--- src/rtl/mul_pipe_unit_if.sv ---
// Request/response bundle for mul_pipe_unit.
// Handshake: a start is accepted in a cycle where start=1, flush=0 and busy=0 (idle); done pulses one
// cycle exactly LATENCY cycles later, and result then holds until the next accepted op completes.
interface mul_pipe_unit_if #(
  parameter int WIDTH = 32
);
  logic                 start;
  logic                 is_signed;
  logic [WIDTH-1:0]     a;
  logic [WIDTH-1:0]     b;
  logic                 flush;
  logic                 busy;
  logic                 done;
  logic [2*WIDTH-1:0]   result;

  modport master (
    output start, is_signed, a, b, flush,
    input  busy, done, result
  );

  modport slave (
    input  start, is_signed, a, b, flush,
    output busy, done, result
  );
endinterface

--- src/rtl/mul_pipe_unit.sv ---
// Fixed-latency signed/unsigned multiplier for the EX stage with start/busy/done handshake and flush.
// Operands are captured at accept; the product is written to result only in the done cycle.
module mul_pipe_unit #(
   parameter int WIDTH   = 32,
   parameter int LATENCY = 4
) (
   input  logic           clk,
   input  logic           rst,
   mul_pipe_unit_if.slave bus,
   output logic [1:0]     dbg_state
);

   localparam int CW = (LATENCY > 1) ? $clog2(LATENCY) : 1;

   localparam logic [1:0] ST_IDLE = 2'd0;
   localparam logic [1:0] ST_RUN  = 2'd1;

   logic [1:0]           state;
   logic [CW-1:0]        cnt;
   logic                 busy_r;
   logic                 done_r;
   logic [2*WIDTH-1:0]   result_r;
   logic [2*WIDTH-1:0]   op_a;
   logic [2*WIDTH-1:0]   op_b;
   logic [2*WIDTH-1:0]   ext_a;
   logic [2*WIDTH-1:0]   ext_b;
   logic [2*WIDTH-1:0]   mul_a;
   logic [2*WIDTH-1:0]   mul_b;
   logic [2*WIDTH-1:0]   product;
   logic                 accept;

   assign accept = bus.start && !bus.flush && (state == ST_IDLE);

   // Extending to 2*WIDTH makes the low half of an unsigned multiply correct for both modes.
   assign ext_a = bus.is_signed ? {{WIDTH{bus.a[WIDTH-1]}}, bus.a} : {{WIDTH{1'b0}}, bus.a};
   assign ext_b = bus.is_signed ? {{WIDTH{bus.b[WIDTH-1]}}, bus.b} : {{WIDTH{1'b0}}, bus.b};

   // Single-cycle latency completes straight from the accepted operands.
   assign mul_a   = (LATENCY == 1) ? ext_a : op_a;
   assign mul_b   = (LATENCY == 1) ? ext_b : op_b;
   assign product = mul_a * mul_b;

   always_ff @(posedge clk) begin
      if (!rst) begin
         state    <= ST_IDLE;
         cnt      <= '0;
         busy_r   <= 1'b0;
         done_r   <= 1'b0;
         result_r <= '0;
         op_a     <= '0;
         op_b     <= '0;
      end else begin
         done_r <= 1'b0;
         case (state)
            ST_IDLE: begin
               if (accept) begin
                  op_a <= ext_a;
                  op_b <= ext_b;
                  if (LATENCY == 1) begin
                     done_r   <= 1'b1;
                     result_r <= product;
                  end else begin
                     state  <= ST_RUN;
                     busy_r <= 1'b1;
                     cnt    <= CW'(1);
                  end
               end
            end
            ST_RUN: begin
               if (bus.flush) begin
                  state  <= ST_IDLE;
                  busy_r <= 1'b0;
                  cnt    <= '0;
               end else if (cnt == CW'(LATENCY - 1)) begin
                  done_r   <= 1'b1;
                  result_r <= product;
                  state    <= ST_IDLE;
                  busy_r   <= 1'b0;
                  cnt      <= '0;
               end else begin
                  cnt <= cnt + CW'(1);
               end
            end
            default: begin
               state  <= ST_IDLE;
               busy_r <= 1'b0;
               cnt    <= '0;
            end
         endcase
      end
   end

   assign bus.busy   = busy_r;
   assign bus.done   = done_r;
   assign bus.result = result_r;
   assign dbg_state  = state;

endmodule

--- src/flat_wrapper.sv ---
// flat-port wrapper written by rule: the top's interface ports become plain ports
module mul_pipe_unit_flat 
#(
   parameter int WIDTH   = 32,
   parameter int LATENCY = 4
)
  (clk, rst, dbg_state, bus_start, bus_is_signed, bus_a, bus_b, bus_flush, bus_busy, bus_done, bus_result);
  mul_pipe_unit_if #(.WIDTH(WIDTH)) bus_i ();
  input  logic clk;
  input  logic rst;
  output logic [1:0] dbg_state;
  input wire logic [$bits(bus_i.start)-1:0] bus_start;
  input wire logic [$bits(bus_i.is_signed)-1:0] bus_is_signed;
  input wire logic [$bits(bus_i.a)-1:0] bus_a;
  input wire logic [$bits(bus_i.b)-1:0] bus_b;
  input wire logic [$bits(bus_i.flush)-1:0] bus_flush;
  output wire logic [$bits(bus_i.busy)-1:0] bus_busy;
  output wire logic [$bits(bus_i.done)-1:0] bus_done;
  output wire logic [$bits(bus_i.result)-1:0] bus_result;
  assign bus_i.start = bus_start;
  assign bus_i.is_signed = bus_is_signed;
  assign bus_i.a = bus_a;
  assign bus_i.b = bus_b;
  assign bus_i.flush = bus_flush;
  assign bus_busy = bus_i.busy;
  assign bus_done = bus_i.done;
  assign bus_result = bus_i.result;
  mul_pipe_unit #(.WIDTH(WIDTH), .LATENCY(LATENCY)) u_core (.clk(clk), .rst(rst), .bus(bus_i), .dbg_state(dbg_state));
endmodule
--- config.mk ---
export PLATFORM = sky130hd
export DESIGN_NAME = mul_pipe_unit_flat
export DESIGN_NICKNAME = d
export VERILOG_FILES = /design/src/rtl/mul_pipe_unit_if.sv /design/src/rtl/mul_pipe_unit.sv /design/src/flat_wrapper.sv
export SDC_FILE = /design/constraint.sdc
export NUM_CORES = 2
export LEC_CHECK = 0
export CAP_MARGIN = 20
export CORE_UTILIZATION = 50
export DETAILED_ROUTE_END_ITERATION = 8
export HOLD_SLACK_MARGIN = 0.1
export PLACE_DENSITY = 0.72
export SYNTH_ARGS = -nofsm -noshare
export SYNTH_HDL_FRONTEND = slang
export SYNTH_SLANG_ARGS = --single-unit
--- constraint.sdc ---
create_clock -name clk -period 13.77 [get_ports clk]
set_input_delay 3.4425 -clock clk [delete_from_list [all_inputs] [get_ports clk]]
set_output_delay 3.4425 -clock clk [all_outputs]
set_load 0.005 [all_outputs]
==> results_dict.tcl <==
set metrics [dict create \
    synthFlopType "dfxtp_1" \
    antenna_left 0 \
    worst_pin_slew_ns 0.957 \
    drt_iter0_markers 3140 \
    leakage_nw 28.6 \
    wl_mm 150 \
    vdd_drop_max_mv 0.0914 \
    num-fill-cells 9428 \
    globalplace.congestion 0.959 \
    htreeDepth 4 \
    via_count 37600 \
    finalPower_w 0.00174 \
    die_area_sq_um 106000 \
    ctsLongestPathBuffers 2 \
    synth-edff-count 0 \
    finalMaxSlewViolations 0 \
    rsz0062_at_grt "false" \
    cp_common_cell "fa_1" \
    maxSlewHeadroom_pct 36.2 \
    antenna_found_initial 8 \
    start_util_pct 50.6 \
    fin_crit_sh_pct 70.6 \
    grt_use_total_pct 30.1 \
    finalHoldViolCount 0 \
    worstSetupPathType "flop to flop" \
    setup_viol 0 \
    syn_inst 5662 \
    yosysTopAreaCell "fa_1" \
    cp_top_family "adder cells" \
    cp_num_buf_inv 8 \
    required_ns 14.12 \
    clock_sinks 134 \
    cts_resized 0 \
    clock_skew_ns 0.0183 \
    fmax_mhz 103 \
    grt_max_degree 67 \
    drive_gt1_share_pct 2.32 \
    yosysSeqAreaShare_pct 5.10 \
    row_count 118 \
    grt_pass1_wl_mm 243 \
    endpoint_kind "flop" \
    setup_tns_ns 0 \
    status "complete, no violations" \
    io_buffers 135 \
    worst_path_max_delay_cell "dfxtp_1" \
    syn_to_final_growth_pct 6.20 \
    drt_pass1_iterations 6 \
    clkLatencyLatePin_ns 0.46 \
    yosysUniqueCellTypes 75 \
    cts_tree "built" \
    post-cts-setup-buffers 0 \
    nets 7431 \
    wire_per_inst_um 21.4 \
    startpoint_type "flop" \
    hold_buffers 0 \
    slowest_delay_ns 0.93 \
    clock-root-buffer "clkbuf_16" \
    hold_slack_ns 0.454 \
    coreArea_sq_um 104000 \
    cts_buffers 17 \
    hold_class "flop to flop" \
    avgSynthCellArea_sq_um 9.29 \
    drc 0 \
    async_flop_share_pct 0 \
    dp.final_hpwl_mm 124 \
    cellPowerDensity_nw_per_um2 31.2 \
    drv_cap 0 \
    yosys-top-cells-area "fa_1 55%, inv_1 11%, and2_1 7.1%" \
    fin_crit_ns 9.72 \
    grt_overflow 0 \
    avgViaCountPerCell 5.35 \
    die_h_um 326 \
    die_w_um 326 \
    synth_top_area_share_pct 54.7 \
    postLayoutCoreUtil_pct 53.7 \
    cp_data_arrival_time_ns 10.06 \
    synth_seq_cells 134 \
    synth_area_sq_um 52600 \
    critPathMaxFanout 20 \
    grt_pass1_vias 41600 \
    syn_nets 7466 \
    yosys_warnings 0 \
    ioPinCount 137 \
    clk_pin_slew_worst_paths_ns 0.07 \
]
registers in the layout, indices dropped and copies added, names as in the netlist:
register	cells
u_core.dbg_state	1
u_core.mul_b	33
u_core.bus.done	1
u_core.bus.result	64
u_core.cnt	2
u_core.mul_a	33
per-stage QoR:
step / area, sq um / cells / setup slack [ns]
floorplan: 52600 / 5662 / 4.87
global placement: 55200 / 6988 / 4.18
detailed placement: 55200 / 6988 / 4.14
CTS: 55800 / 7020 / 4.12
global route: 55800 / 7021 / 3.71
finish: 55800 / 7023 / 4.05
kinds of logic (layout without fill, tap and decap cells):
group / count (synthesis) / in the layout / share of synthesized area, %
compound gates: 347 / 347 / 4.17
fa+ha+maj: 1735 / 1735 / 61.8
mux: 2 / 2 / 0.0381
flops: 134 / 134 / 5.10
buf+inv: 1829 / 1807 / 13.1
xor+xnor: 96 / 96 / 1.60
simple gates: 1518 / 1518 / 14.2
other cells: 1 / 4 / 0.00713
cell usage after synthesis, types with 2 or more instances:
cell	number
a211o_1	2
a211oi_1	9
a21boi_0	34
a21o_1	23
a21oi_1	134
a221o_1	6
a311o_1	2
a311oi_1	2
a31oi_1	13
a32o_1	2
a41oi_1	2
and2_1	600
and3_1	13
and4_1	2
buf_1	2
buf_2	7
buf_4	2
clkbuf_1	252
clkbuf_2	2
dfxtp_1	134
fa_1	1437
ha_1	298
inv_1	1562
mux2i_1	2
nand2_1	767
nand2b_1	14
nand3_1	21
nand4_1	12
nor2_1	52
nor2b_1	8
nor3_1	9
nor3b_1	2
nor4_1	2
o211ai_1	9
o21a_1	5
o21ai_0	62
o21ai_1	7
o21bai_1	9
o221ai_1	3
o31ai_1	3
o41ai_2	2
or3_1	4
or4_1	3
xnor2_1	72
xor2_1	24
path summary, 6_finish.rpt:
kind,slack [ns],from,depth (start not counted),end
max,4.05,u_core.mul_b[18],29,u_core.bus.result[61]
min,0.45,u_core.bus.result[47],2,u_core.bus.result[47]
max reg2reg,4.05,u_core.mul_b[18],29,u_core.bus.result[61]
min reg2reg,0.45,u_core.bus.result[47],2,u_core.bus.result[47]
power by group:
group	total, W	leakage (nW)	internal [W]	switching [W]
clock	0.000496	0.299	0.000276	0.000220
sequential	0.000412	1.09	0.000397	0.0000159
combinational	0.000831	27.2	0.000289	0.000542
total	0.00174	28.6	0.000962	0.000778
layer usage:
metal	track usage (%)	part of all wire (%)
met1	43.0	41
met2	45.0	44
met3	8.89	12
met4	7.20	2.5
met5	0	0.037
worst reg2reg max path, delay by kind of cell (launching register included):
family,cells,cell delay (ns)
adder cells (fa/ha/maj),11,5.26
AND/OR/NAND/NOR,4,0.78
buffers and inverters,8,1.00
AO/OA/AOI/OAI,6,1.66
flip-flops,1,0.93
layout by cell type, fill, tap and decap left out, types with 23 or more instances in the layout:
cell type        Yosys  final
inv_1             1562   1562
fa_1              1437   1437
nand2_1            767    767
and2_1             600    600
ha_1               298    298
a21oi_1            134    134
clkdlybuf4s50_1      0    134
dfxtp_1            134    130
buf_4                2     76
xnor2_1             72     72
o21ai_0             62     62
nor2_1              52     51
a21boi_0            34     34
xor2_1              24     24
a21o_1              23     23
final cells by class:
type | instances | area, sq um | area share (%)
well taps | 1380 | 1730 | 3.09
repair buffers | 211 | 1920 | 3.43
clock buffers | 17 | 425 | 0.762
flip-flops and latches | 134 | 2690 | 4.81
inverters | 1564 | 5870 | 10.5
diodes | 3 | 7.51 | 0.0134
clock inverters | 15 | 181 | 0.325
multi-input cells | 3699 | 43000 | 77.0
(Power assumes the default switching activity.)
